$ cat src/rtl/spatial_filter_pkg.sv
`default_nettype none
// ============================================================================
// Module      : spatial_filter_pkg
// Description : Shared types and constants for the spatial filter datapath.
//               Holds the line feeder state enumeration and the number of
//               zero-pixel padding lines sent after the image.
//               The PAD_WAIT/PAD states exist only when FEEDER_PAD_EN is
//               defined.
// Revision    : 1.0 - initial release
// ============================================================================
package spatial_filter_pkg;

  typedef enum logic [2:0] {
    IDLE      = 3'd0,
    PRIME     = 3'd1,
    WAIT_INTR = 3'd2,
    LINE      = 3'd3,
`ifdef FEEDER_PAD_EN
    PAD_WAIT  = 3'd4,
    PAD       = 3'd5,
`endif
    FINISH    = 3'd6
  } feeder_state_t;

  // Zero lines appended below the image so the filter window can drain.
  localparam int c_pad_lines = 2;

endpackage
`default_nettype wire

$ cat src/rtl/line_feeder_if.sv
`default_nettype none
// ============================================================================
// Module      : line_feeder_if
// Description : Pixel memory read port plus the outgoing pixel stream of the
//               line feeder.
//   master : feeder side  - drives o_mem_rd_en, o_mem_addr, o_m_data_valid,
//                           o_m_data; receives i_mem_data
//   slave  : memory/filter side - the mirror image
// Revision    : 1.0 - initial release
// ============================================================================
interface line_feeder_if #(
  parameter int ADDR_W = 18
) ();

  logic              o_mem_rd_en;
  logic [ADDR_W-1:0] o_mem_addr;
  logic [7:0]        i_mem_data;
  logic              o_m_data_valid;
  logic [7:0]        o_m_data;

  modport master (
    output o_mem_rd_en,
    output o_mem_addr,
    input  i_mem_data,
    output o_m_data_valid,
    output o_m_data
  );

  modport slave (
    input  o_mem_rd_en,
    input  o_mem_addr,
    output i_mem_data,
    input  o_m_data_valid,
    input  o_m_data
  );

endinterface
`default_nettype wire

$ cat src/rtl/intr_edge_detect.sv
`default_nettype none
// ============================================================================
// Module      : intr_edge_detect
// Description : Rising-edge detector for the filter's line-buffer-free
//               interrupt. One history register; o_pulse is high for the
//               single cycle in which i_level is high after being low.
//   axis_clk     in  clock
//   axis_reset_n in  asynchronous active-low reset
//   i_level      in  interrupt level
//   o_pulse      out one-cycle rising-edge pulse
// Revision    : 1.0 - initial release
// ============================================================================
module intr_edge_detect (
  input  wire logic axis_clk,
  input  wire logic axis_reset_n,
  input  wire logic i_level,
  output logic      o_pulse
);

  logic r_level_d;

  always_ff @(posedge axis_clk or negedge axis_reset_n) begin
    if (!axis_reset_n) begin
      r_level_d <= 1'b0;
    end else begin
      r_level_d <= i_level;
    end
  end

  assign o_pulse = i_level & ~r_level_d;

endmodule
`default_nettype wire

$ cat src/rtl/line_feeder.sv
`default_nettype none
// ============================================================================
// Module      : line_feeder
// Description : Reads an image row-major from pixel memory and streams it to
//               the spatial filter. PRIME_LINES lines are sent up front, then
//               one line per rising edge of i_intr. With FEEDER_PAD_EN
//               defined, two zero lines follow the image, each gated by its
//               own i_intr edge.
//   axis_clk     in  clock
//   axis_reset_n in  asynchronous active-low reset
//   i_start      in  frame start pulse (honoured only when idle)
//   i_intr       in  line-buffer-free interrupt (level)
//   o_busy       out frame in progress
//   o_done       out one-cycle end-of-frame pulse
//   bus          memory read port and pixel stream (line_feeder_if.master)
// Revision    : 1.0 - initial release
// ============================================================================
module line_feeder
  import spatial_filter_pkg::*;
#(
  parameter int IMAGE_WIDTH  = 512,
  parameter int IMAGE_HEIGHT = 512,
  parameter int PRIME_LINES  = 4,
  parameter int ADDR_W       = 18
) (
  input  wire logic     axis_clk,
  input  wire logic     axis_reset_n,
  input  wire logic     i_start,
  input  wire logic     i_intr,
  output logic          o_busy,
  output logic          o_done,
  line_feeder_if.master bus
);

  localparam int COL_W  = (IMAGE_WIDTH > 1) ? $clog2(IMAGE_WIDTH) : 1;
  localparam int LINE_W = $clog2(IMAGE_HEIGHT + 1);

  localparam logic [COL_W-1:0]  c_col_last   = COL_W'(IMAGE_WIDTH - 1);
  localparam logic [LINE_W-1:0] c_prime_last = LINE_W'(PRIME_LINES - 1);
  localparam logic [LINE_W-1:0] c_lines_all  = LINE_W'(IMAGE_HEIGHT);
  localparam logic [ADDR_W-1:0] c_addr_last  = ADDR_W'(IMAGE_WIDTH * IMAGE_HEIGHT - 1);

  generate
    if ((IMAGE_HEIGHT < PRIME_LINES) || (PRIME_LINES < 1)) begin : g_cfg_check
      $error("line_feeder: IMAGE_HEIGHT must be >= PRIME_LINES >= 1");
    end
  endgenerate

  feeder_state_t r_state, w_state_nxt;

  logic [ADDR_W-1:0] r_addr;
  logic [COL_W-1:0]  r_col;
  logic [LINE_W-1:0] r_line;
  logic              r_pending;
  logic              r_rd_d1, r_pad_d1, r_valid;
  logic [7:0]        r_data;

  logic w_intr_edge, w_rd, w_pad, w_consume, w_done;
  logic w_col_last, w_all_read, w_pipe_empty;

  intr_edge_detect u_intr_edge (
    .axis_clk     (axis_clk),
    .axis_reset_n (axis_reset_n),
    .i_level      (i_intr),
    .o_pulse      (w_intr_edge)
  );

  assign w_col_last   = (r_col == c_col_last);
  assign w_all_read   = (r_line == c_lines_all);
  assign w_pipe_empty = ~r_rd_d1 & ~r_pad_d1 & ~r_valid;

`ifdef FEEDER_PAD_EN
  localparam int PAD_W = (c_pad_lines > 1) ? $clog2(c_pad_lines) : 1;
  localparam logic [PAD_W-1:0] c_pad_last = PAD_W'(c_pad_lines - 1);

  logic [PAD_W-1:0] r_pad_line;

  always_ff @(posedge axis_clk or negedge axis_reset_n) begin
    if (!axis_reset_n) begin
      r_pad_line <= '0;
    end else if (r_state == IDLE) begin
      r_pad_line <= '0;
    end else if (w_pad && w_col_last) begin
      r_pad_line <= r_pad_line + PAD_W'(1);
    end
  end
`endif

  // Next state and per-cycle strobes.
  always_comb begin
    w_state_nxt = r_state;
    w_rd        = 1'b0;
    w_pad       = 1'b0;
    w_consume   = 1'b0;
    w_done      = 1'b0;
    case (r_state)
      IDLE: begin
        if (i_start) w_state_nxt = PRIME;
      end
      PRIME: begin
        w_rd = 1'b1;
        if (w_col_last && (r_line == c_prime_last)) w_state_nxt = WAIT_INTR;
      end
      WAIT_INTR: begin
        if (w_all_read) begin
`ifdef FEEDER_PAD_EN
          w_state_nxt = PAD_WAIT;
`else
          w_state_nxt = FINISH;
`endif
        end else if (w_intr_edge || r_pending) begin
          w_consume   = 1'b1;
          w_state_nxt = LINE;
        end
      end
      LINE: begin
        w_rd = 1'b1;
        if (w_col_last) w_state_nxt = WAIT_INTR;
      end
`ifdef FEEDER_PAD_EN
      PAD_WAIT: begin
        if (w_intr_edge || r_pending) begin
          w_consume   = 1'b1;
          w_state_nxt = PAD;
        end
      end
      PAD: begin
        w_pad = 1'b1;
        if (w_col_last) w_state_nxt = (r_pad_line == c_pad_last) ? FINISH : PAD_WAIT;
      end
`endif
      FINISH: begin
        // Hold until the final pixel has been presented downstream.
        if (w_pipe_empty) begin
          w_done      = 1'b1;
          w_state_nxt = IDLE;
        end
      end
      default: w_state_nxt = IDLE;
    endcase
  end

  always_ff @(posedge axis_clk or negedge axis_reset_n) begin
    if (!axis_reset_n) begin
      r_state <= IDLE;
    end else begin
      r_state <= w_state_nxt;
    end
  end

  // Address, column/line counters and the single-deep interrupt pending flag.
  always_ff @(posedge axis_clk or negedge axis_reset_n) begin
    if (!axis_reset_n) begin
      r_addr    <= '0;
      r_col     <= '0;
      r_line    <= '0;
      r_pending <= 1'b0;
    end else if (r_state == IDLE) begin
      r_addr    <= '0;
      r_col     <= '0;
      r_line    <= '0;
      r_pending <= 1'b0;
    end else begin
      // The address parks on the last pixel rather than running past it.
      if (w_rd && (r_addr != c_addr_last)) r_addr <= r_addr + ADDR_W'(1);
      if (w_rd || w_pad) r_col <= w_col_last ? '0 : r_col + COL_W'(1);
      if (w_rd && w_col_last) r_line <= r_line + LINE_W'(1);
      // Edges during a streaming state are remembered once; w_pad marks the
      // PAD state, which only exists in the padded build.
      if (w_consume) begin
        r_pending <= 1'b0;
      end else if (w_intr_edge && ((r_state == PRIME) || (r_state == LINE) || w_pad)) begin
        r_pending <= 1'b1;
      end
    end
  end

  // Two-stage output pipeline: memory returns data one cycle after the read,
  // and that data is registered once more before leaving the block.
  always_ff @(posedge axis_clk or negedge axis_reset_n) begin
    if (!axis_reset_n) begin
      r_rd_d1  <= 1'b0;
      r_pad_d1 <= 1'b0;
      r_valid  <= 1'b0;
      r_data   <= 8'h00;
    end else begin
      r_rd_d1  <= w_rd;
      r_pad_d1 <= w_pad;
      r_valid  <= r_rd_d1 | r_pad_d1;
      r_data   <= r_rd_d1 ? bus.i_mem_data : 8'h00;
    end
  end

  assign bus.o_mem_rd_en    = w_rd;
  assign bus.o_mem_addr     = r_addr;
  assign bus.o_m_data_valid = r_valid;
  assign bus.o_m_data       = r_data;
  assign o_busy             = (r_state != IDLE);
  assign o_done             = w_done;

endmodule
`default_nettype wire

$ cat src/flat_wrapper.sv
// flat-port wrapper written by rule: the top's interface ports become plain ports
module line_feeder_flat import spatial_filter_pkg::*;
#(
  parameter int IMAGE_WIDTH  = 512,
  parameter int IMAGE_HEIGHT = 512,
  parameter int PRIME_LINES  = 4,
  parameter int ADDR_W       = 18
)
  (axis_clk, axis_reset_n, i_start, i_intr, o_busy, o_done, bus_o_mem_rd_en, bus_o_mem_addr, bus_i_mem_data, bus_o_m_data_valid, bus_o_m_data);
  line_feeder_if #(.ADDR_W(ADDR_W)) bus_i ();
  input  wire logic axis_clk;
  input  wire logic axis_reset_n;
  input  wire logic i_start;
  input  wire logic i_intr;
  output logic o_busy;
  output logic o_done;
  output wire logic [$bits(bus_i.o_mem_rd_en)-1:0] bus_o_mem_rd_en;
  output wire logic [$bits(bus_i.o_mem_addr)-1:0] bus_o_mem_addr;
  input wire logic [$bits(bus_i.i_mem_data)-1:0] bus_i_mem_data;
  output wire logic [$bits(bus_i.o_m_data_valid)-1:0] bus_o_m_data_valid;
  output wire logic [$bits(bus_i.o_m_data)-1:0] bus_o_m_data;
  assign bus_o_mem_rd_en = bus_i.o_mem_rd_en;
  assign bus_o_mem_addr = bus_i.o_mem_addr;
  assign bus_i.i_mem_data = bus_i_mem_data;
  assign bus_o_m_data_valid = bus_i.o_m_data_valid;
  assign bus_o_m_data = bus_i.o_m_data;
  line_feeder #(.IMAGE_WIDTH(IMAGE_WIDTH), .IMAGE_HEIGHT(IMAGE_HEIGHT), .PRIME_LINES(PRIME_LINES), .ADDR_W(ADDR_W)) u_core (.axis_clk(axis_clk), .axis_reset_n(axis_reset_n), .i_start(i_start), .i_intr(i_intr), .o_busy(o_busy), .o_done(o_done), .bus(bus_i));
endmodule
$ cat config.mk
export PLATFORM = sky130hd
export DESIGN_NAME = line_feeder_flat
export DESIGN_NICKNAME = d
export VERILOG_FILES = /design/src/rtl/spatial_filter_pkg.sv /design/src/rtl/line_feeder_if.sv /design/src/rtl/intr_edge_detect.sv /design/src/rtl/line_feeder.sv /design/src/flat_wrapper.sv
export SDC_FILE = /design/constraint.sdc
export NUM_CORES = 1
export LEC_CHECK = 0
export BUFFER_PORTS_ARGS = -buffer_cell sky130_fd_sc_hd__buf_2
export CAP_MARGIN = 20
export CORE_ASPECT_RATIO = 1.4
export CORE_MARGIN = 2
export CORE_UTILIZATION = 55
export CTS_BUF_LIST = sky130_fd_sc_hd__clkbuf_16
export CTS_CLUSTER_SIZE = 20
export DETAILED_ROUTE_END_ITERATION = 10
export HOLD_SLACK_MARGIN = 0.06
export MAX_ROUTING_LAYER = met4
export PLACE_DENSITY = 0.89
export SLEW_MARGIN = 20
export SYNTH_ARGS = -nofsm -noshare
export SYNTH_HDL_FRONTEND = slang
export SYNTH_HIERARCHICAL = 1
export SYNTH_SLANG_ARGS = --single-unit
$ cat constraint.sdc
create_clock -name axis_clk -period 4 [get_ports axis_clk]
set_input_delay 0.2 -clock axis_clk [delete_from_list [all_inputs] [get_ports axis_clk]]
set_output_delay 0.2 -clock axis_clk [all_outputs]
set_load 0.01 [all_outputs]
==> impl_metrics.json, run 1 <==
{
  "clkLatencyLatePin_ps": 290,
  "setup_viol": 0,
  "timing.final.ws_setup_ps": 1190,
  "mostFrequentLayoutCells": "dfrtp_1, buf_2, o21ai_0, nand2_1, nor2_1",
  "syn_inst": 263,
  "port_buffers": 41,
  "required_ps": 4170,
  "finalCritPeriodShare_pct": 70.1,
  "cp.arrival_ps": 2980,
  "utilization_pct": 66.5,
  "syn_to_final_growth_pct": 16.9,
  "worst-path-buf-inv": 0,
  "seq_area_um2": 1300,
  "cts_tree": "done",
  "antenna_found_initial": 0,
  "nNetsFinal": 325,
  "grt_usage_pct": 23.6,
  "grt_max_degree": 53,
  "async_reset_ff_share_pct": 100,
  "critPathKind": "register to register",
  "rr_worst_depth": 10,
  "vias": 2170,
  "status": "finished, final reports clean",
  "ys_warn_count": 6,
  "path_clk_slew_ps": 60,
  "synth_area_um2": 2560,
  "skew_ps": 9.16,
  "ys_seq_elements": 52,
  "drtPass1Iterations": 4,
  "fin_setup_tns_ps": 0,
  "grt_busiest_layer": "met2",
  "clockBufferDepth": 2,
  "path_depth": 10,
  "fmax_ghz": 0.356,
  "cts_hold_buf": 2,
  "hold_viol": 0,
  "dpl.cell_count": 361,
  "viasPerCell": 5.85,
  "ir_drop_uv": 326,
  "grt_util_met3_pct": 5.24,
  "initial_core_util_pct": 56.8,
  "numCtsBuffers": 5,
  "cp_cell_sequence": "ha_1 > and3_1 > and3_1 > and3_1 > ha_1 > nand2_1 > a2111oi_0 > nand4_1 > xor2_1 > nor2_1",
  "cp_common_cell": "and3_1",
  "crit_fanout": 9,
  "cp-end-kind": "register",
  "seq_area_frac_synth_pct": 50.9,
  "powerDensity_nw_per_um2": 443,
  "slowest_delay_ps": 680,
  "syn_area_per_cell_um2": 9.72,
  "final_cells": 371,
  "grt_first_pass_wirelength_um": 9190,
  "regToRegSetupSlack_ps": 1190,
  "grt.overflow.total": 0,
  "timing.final.crit_period_ps": 2810,
  "met2_usage_pct": 38.9,
  "finalMaxSlewViolations": 0,
  "cts_sinks": 52,
  "wl_per_cell_um": 14.4,
  "post_cts_buffers": 0,
  "routabilityCongestion": 0.822,
  "multi_input_area_um2": 1160,
  "hold_path_depth": 2,
  "ys_top_cells_by_area": "dfrtp_1, o21ai_0, nand2_1",
  "r2r-start": "u_core/r_col[0]",
  "grt_pass1_vias": 2102,
  "min_from": "bus_i_mem_data[3]",
  "die_x_um": 61.6,
  "dieArea_um2": 5220,
  "drtIter0Drc": 156,
  "wirelength_um": 5360,
  "cellLeakagePower_nw": 1.38,
  "io_pins": 42,
  "syn_nets": 280,
  "slew-limit-headroom_pct": 34.9,
  "critPathLaunchType": "register",
  "h-tree-depth": 2,
  "r2r_end": "u_core/r_line[7]",
  "synth_area_leader_cell": "dfrtp_1",
  "synth_flop_cell": "dfrtp_1",
  "die_h_um": 84.7,
  "cts-resized-gates": 0,
  "tightest_slew_ps": 968,
  "cts-root-buf": "clkbuf_16",
  "rsz0062_at_grt": "no",
  "synthDistinctLibCells": 51,
  "hpwl_um": 3600,
  "met1_usage_pct": 28.3,
  "netlist.area_leader.share_pct": 50.9,
  "std_cell_rows": 29,
  "ant_nets": 0,
  "min_path_type": "input pin to register",
  "critical-path-top-delay-family": "simple AND/OR/NAND/NOR gates",
  "cp_slowest_cell": "a2111oi_0",
  "nFillCells": 361,
  "core_area_um2": 4500,
  "whs_endpoint": "u_core/bus.o_m_data[3]",
  "antenna_cells": 0,
  "drive_above_1_share_pct": 20.7,
  "max_cap_viol_count": 0,
  "drc": 0,
  "synth_edf_count": 0,
  "dpl_worst_slack_ps": 1220,
  "final_common_cell": "dfrtp_1"
}
==> cell usage after synthesis (all sizes together) (3+ instances only) <==
cell    number
a31oi        4
and3         5
clkbuf       4
a22o         4
nor3         5
nand2       31
buf          3
o21ai       34
xor2         7
and2         9
nor4         5
nor2        19
ha           5
or3          5
inv         12
dfrtp       52
nand4        4
nand3       15
a21oi       12
==> cells by family after synthesis <==
| kind of cell | synth area share, % |
|---|---|
| XOR/XNOR | 2.74 |
| AO/OA/AOI/OAI | 17.8 |
| buffers and inverters | 3.82 |
| AND/OR/NAND/NOR | 22.3 |
| adder cells (fa/ha/maj) | 2.45 |
| flip-flops | 50.9 |
==> where the power goes <==
part           switching [W]  internal [W]  total, W
clock               0.000184      0.000295  0.000479
combinational       0.000116     0.0000896  0.000205
sequential         0.0000597      0.000582  0.000642
==> registers in the layout (all words and copies together), names as in the netlist <==
| name | count |
|---|---|
| u_core/bus.o_m_data_valid | 1 |
| u_core/r_col | 9 |
| u_core/bus.o_mem_addr | 18 |
| u_core/r_rd_d1 | 1 |
| u_core/u_intr_edge/r_level_d | 1 |
| u_core/bus.o_m_data | 8 |
| u_core/r_state | 3 |
| u_core/r_pending | 1 |
| u_core/r_line | 10 |
==> metal layers <==
layer / vias to the layer above / part of all wire (%)
met4: 0 / 1.2
met3: 9 / 5.2
met2: 78 / 51
li1: 1033 / -
met1: 1050 / 42
met5: - / 0
==> per-stage QoR <==
stage               cell area (um2)  total power, W  hold WS (ps)
finish                         2990         0.00133           124
global route                   2990         0.00140           125
CTS                            2990         0.00133           119
detailed placement             2800        0.000851           326
global placement               2800        0.000839           324
floorplan                      2560        0.000772         -95.6
==> cell type report <==
type / count / area share, %
repair buffers: 45 / 8.03
clock inverters: 3 / 1.42
flip-flops and latches: 52 / 43.5
multi-input cells: 192 / 38.7
well taps: 62 / 2.59
inverters: 12 / 1.51
clock buffers: 5 / 4.18
==> worst max-delay path by stage <==
stage / slack (ps) / startpoint / end
after floorplan: 1530 / u_core/r_col[0] / u_core/r_line[7]
after global placement: 1360 / u_core/r_col[0] / u_core/r_line[7]
after detailed placement: 1220 / u_core/r_col[0] / u_core/r_line[7]
after CTS: 1210 / u_core/r_col[0] / u_core/r_line[7]
after global routing: 990 / u_core/r_col[0] / u_core/r_line[7]
final: 1190 / u_core/r_col[0] / u_core/r_line[7]
Power figures use the tool's default switching activity.
==> run 2: changes to the inputs <==
- clock period: 4 -> 2.65 ns (I/O delays scaled with it)
==> impl_metrics.json, run 2 (synthesis results as in run 1) <==
{
  "cp_common_cell": "and3_1",
  "critPathLaunchType": "register",
  "largest_reg_flops": 18,
  "cts-root-buf": "clkbuf_16",
  "cp_slowest_cell": "a2111oi_0",
  "utilization_pct": 68.5,
  "clkLatencyLatePin_ps": 290,
  "slowest_delay_ps": 420,
  "power.total_w": 0.00202,
  "ir_drop_uv": 652,
  "grt_pass1_vias": 2146,
  "finalCritPeriodShare_pct": 92.6,
  "vias": 2151,
  "cts_sinks": 52,
  "die_x_um": 61.6,
  "cp_cell_sequence": "ha_1 > and3_1 > and3_1 > and3_1 > ha_1 > nand2_1 > a2111oi_0 > buf_4 > nand4_1 > xor2_1 > nor2_1",
  "placed_area_um2": 2840,
  "cp.arrival_ps": 2630,
  "drtPass1Iterations": 4,
  "final_common_cell": "dfrtp_1",
  "die_h_um": 84.7,
  "powerDensity_nw_per_um2": 655,
  "final_cells": 380,
  "core_area_um2": 4500,
  "drc": 0,
  "slew-limit-headroom_pct": 55.4,
  "timing.final.crit_period_ps": 2450,
  "grt.overflow.total": 0,
  "dpl.cell_count": 366,
  "port_buffers": 41,
  "finalMaxSlewViolations": 0,
  "grt_max_degree": 31,
  "required_ps": 2830,
  "ant_nets": 0,
  "min_path_type": "input pin to register",
  "crit_fanout": 4,
  "dieArea_um2": 5220,
  "fmax_ghz": 0.408,
  "routabilityCongestion": 0.803,
  "grt_usage_pct": 24.4,
  "std_cell_rows": 29,
  "rsz0062_at_grt": "yes",
  "wirelength_um": 5520,
  "antenna_found_initial": 0,
  "drtIter0Drc": 120,
  "initial_core_util_pct": 56.8,
  "nNetsFinal": 334,
  "cp-end-kind": "register",
  "tightest_slew_ps": 663,
  "clockBufferDepth": 2,
  "cellLeakagePower_nw": 1.41,
  "hpwl_um": 3780,
  "hold_viol": 0,
  "wl_per_cell_um": 14.5,
  "max_cap_viol_count": 0,
  "skew_ps": 6.23,
  "numCtsBuffers": 5,
  "status": "finished, final reports clean",
  "design_area_um2": 3080,
  "drive_above_1_share_pct": 22.0,
  "nFillCells": 368,
  "io_pins": 42,
  "path_clk_slew_ps": 70,
  "cts_tree": "done",
  "antenna_cells": 0,
  "h-tree-depth": 2,
  "syn_to_final_growth_pct": 20.6,
  "post_cts_buffers": 0,
  "setup_viol": 0,
  "mostFrequentLayoutCells": "dfrtp_1, buf_2, o21ai_0, nand2_1, nor2_1",
  "viasPerCell": 5.66,
  "critPathKind": "register to register",
  "grt_first_pass_wirelength_um": 9470
}
-- run 2: cell count changes in the layout (fill, tap and decap cells not counted), sizes merged --
cell         change
inv              -1
dlygate4sd3      +4
clkinvlp         +1
buf              +5
-- run 2: area by class of cell --
class	count	area (um2)	area share, %
multi-input cells	192	1170	38.0
flip-flops and latches	52	1300	42.2
inverters	12	45.0	1.46
well taps	62	77.6	2.52
clock inverters	3	46.3	1.50
clock buffers	5	125	4.06
repair buffers	54	318	10.3
-- run 2: worst paths after layout --
path	slack, ps	endpoint	start	depth (start not counted)
worst max register to register	200	u_core/r_line[7]	u_core/r_col[0]	11
worst max-delay path	200	u_core/r_line[7]	u_core/r_col[0]	11
max in group asynchronous	1520	u_core/r_rd_d1	axis_reset_n	3
worst min-delay path	60	u_core/bus.o_m_data[1]	bus_i_mem_data[1]	2
min in group asynchronous	360	u_core/bus.o_m_data[3]	axis_reset_n	2
worst min register to register	490	u_core/bus.o_mem_addr[16]	u_core/bus.o_mem_addr[16]	1
-- run 2: worst max-delay path: cells and delay by family, from the launching register on --
family | cells | cell delay, ps
AO/OA/AOI/OAI | 1 | 420
XOR/XNOR | 1 | 160
adder cells (fa/ha/maj) | 2 | 350
buffers and inverters | 1 | 190
flip-flops | 1 | 380
AND/OR/NAND/NOR | 6 | 840
-- run 2: what timing repair did --
action,4_1_cts,5_1_grt
resized for setup,0,1
setup endpoints to repair,0,1
hold endpoints to repair,27,0
hold buffers,6,0
-- run 2: metrics by stage --
| stage | setup TNS, ps | hold slack (ps) | worst slack [ps] |
|---|---|---|---|
| final | 0 | 61.6 | 196 |
| after global routing | -1.13 | 63.2 | -1.13 |
| after CTS | 0 | 61.1 | 217 |
| after detailed placement | 0 | 142 | 272 |
| after global placement | 0 | 138 | 344 |
| after floorplan | 0 | -163 | 177 |
-- run 2: where the power goes --
group          internal [W]  switching [W]
combinational      0.000143       0.000176
clock              0.000449       0.000284
sequential         0.000879      0.0000917
-- run 2: routing by layer --
| layer | global-route usage [%] | up-vias | wire length (um) |
|---|---|---|---|
| li1 | - | 1047 | - |
| met1 | 29.0 | 1036 | 2250 |
| met2 | 39.5 | 59 | 2910 |
| met3 | 4.93 | 9 | 233 |
| met4 | 9.28 | 0 | 125 |
| met5 | - | - | 0 |
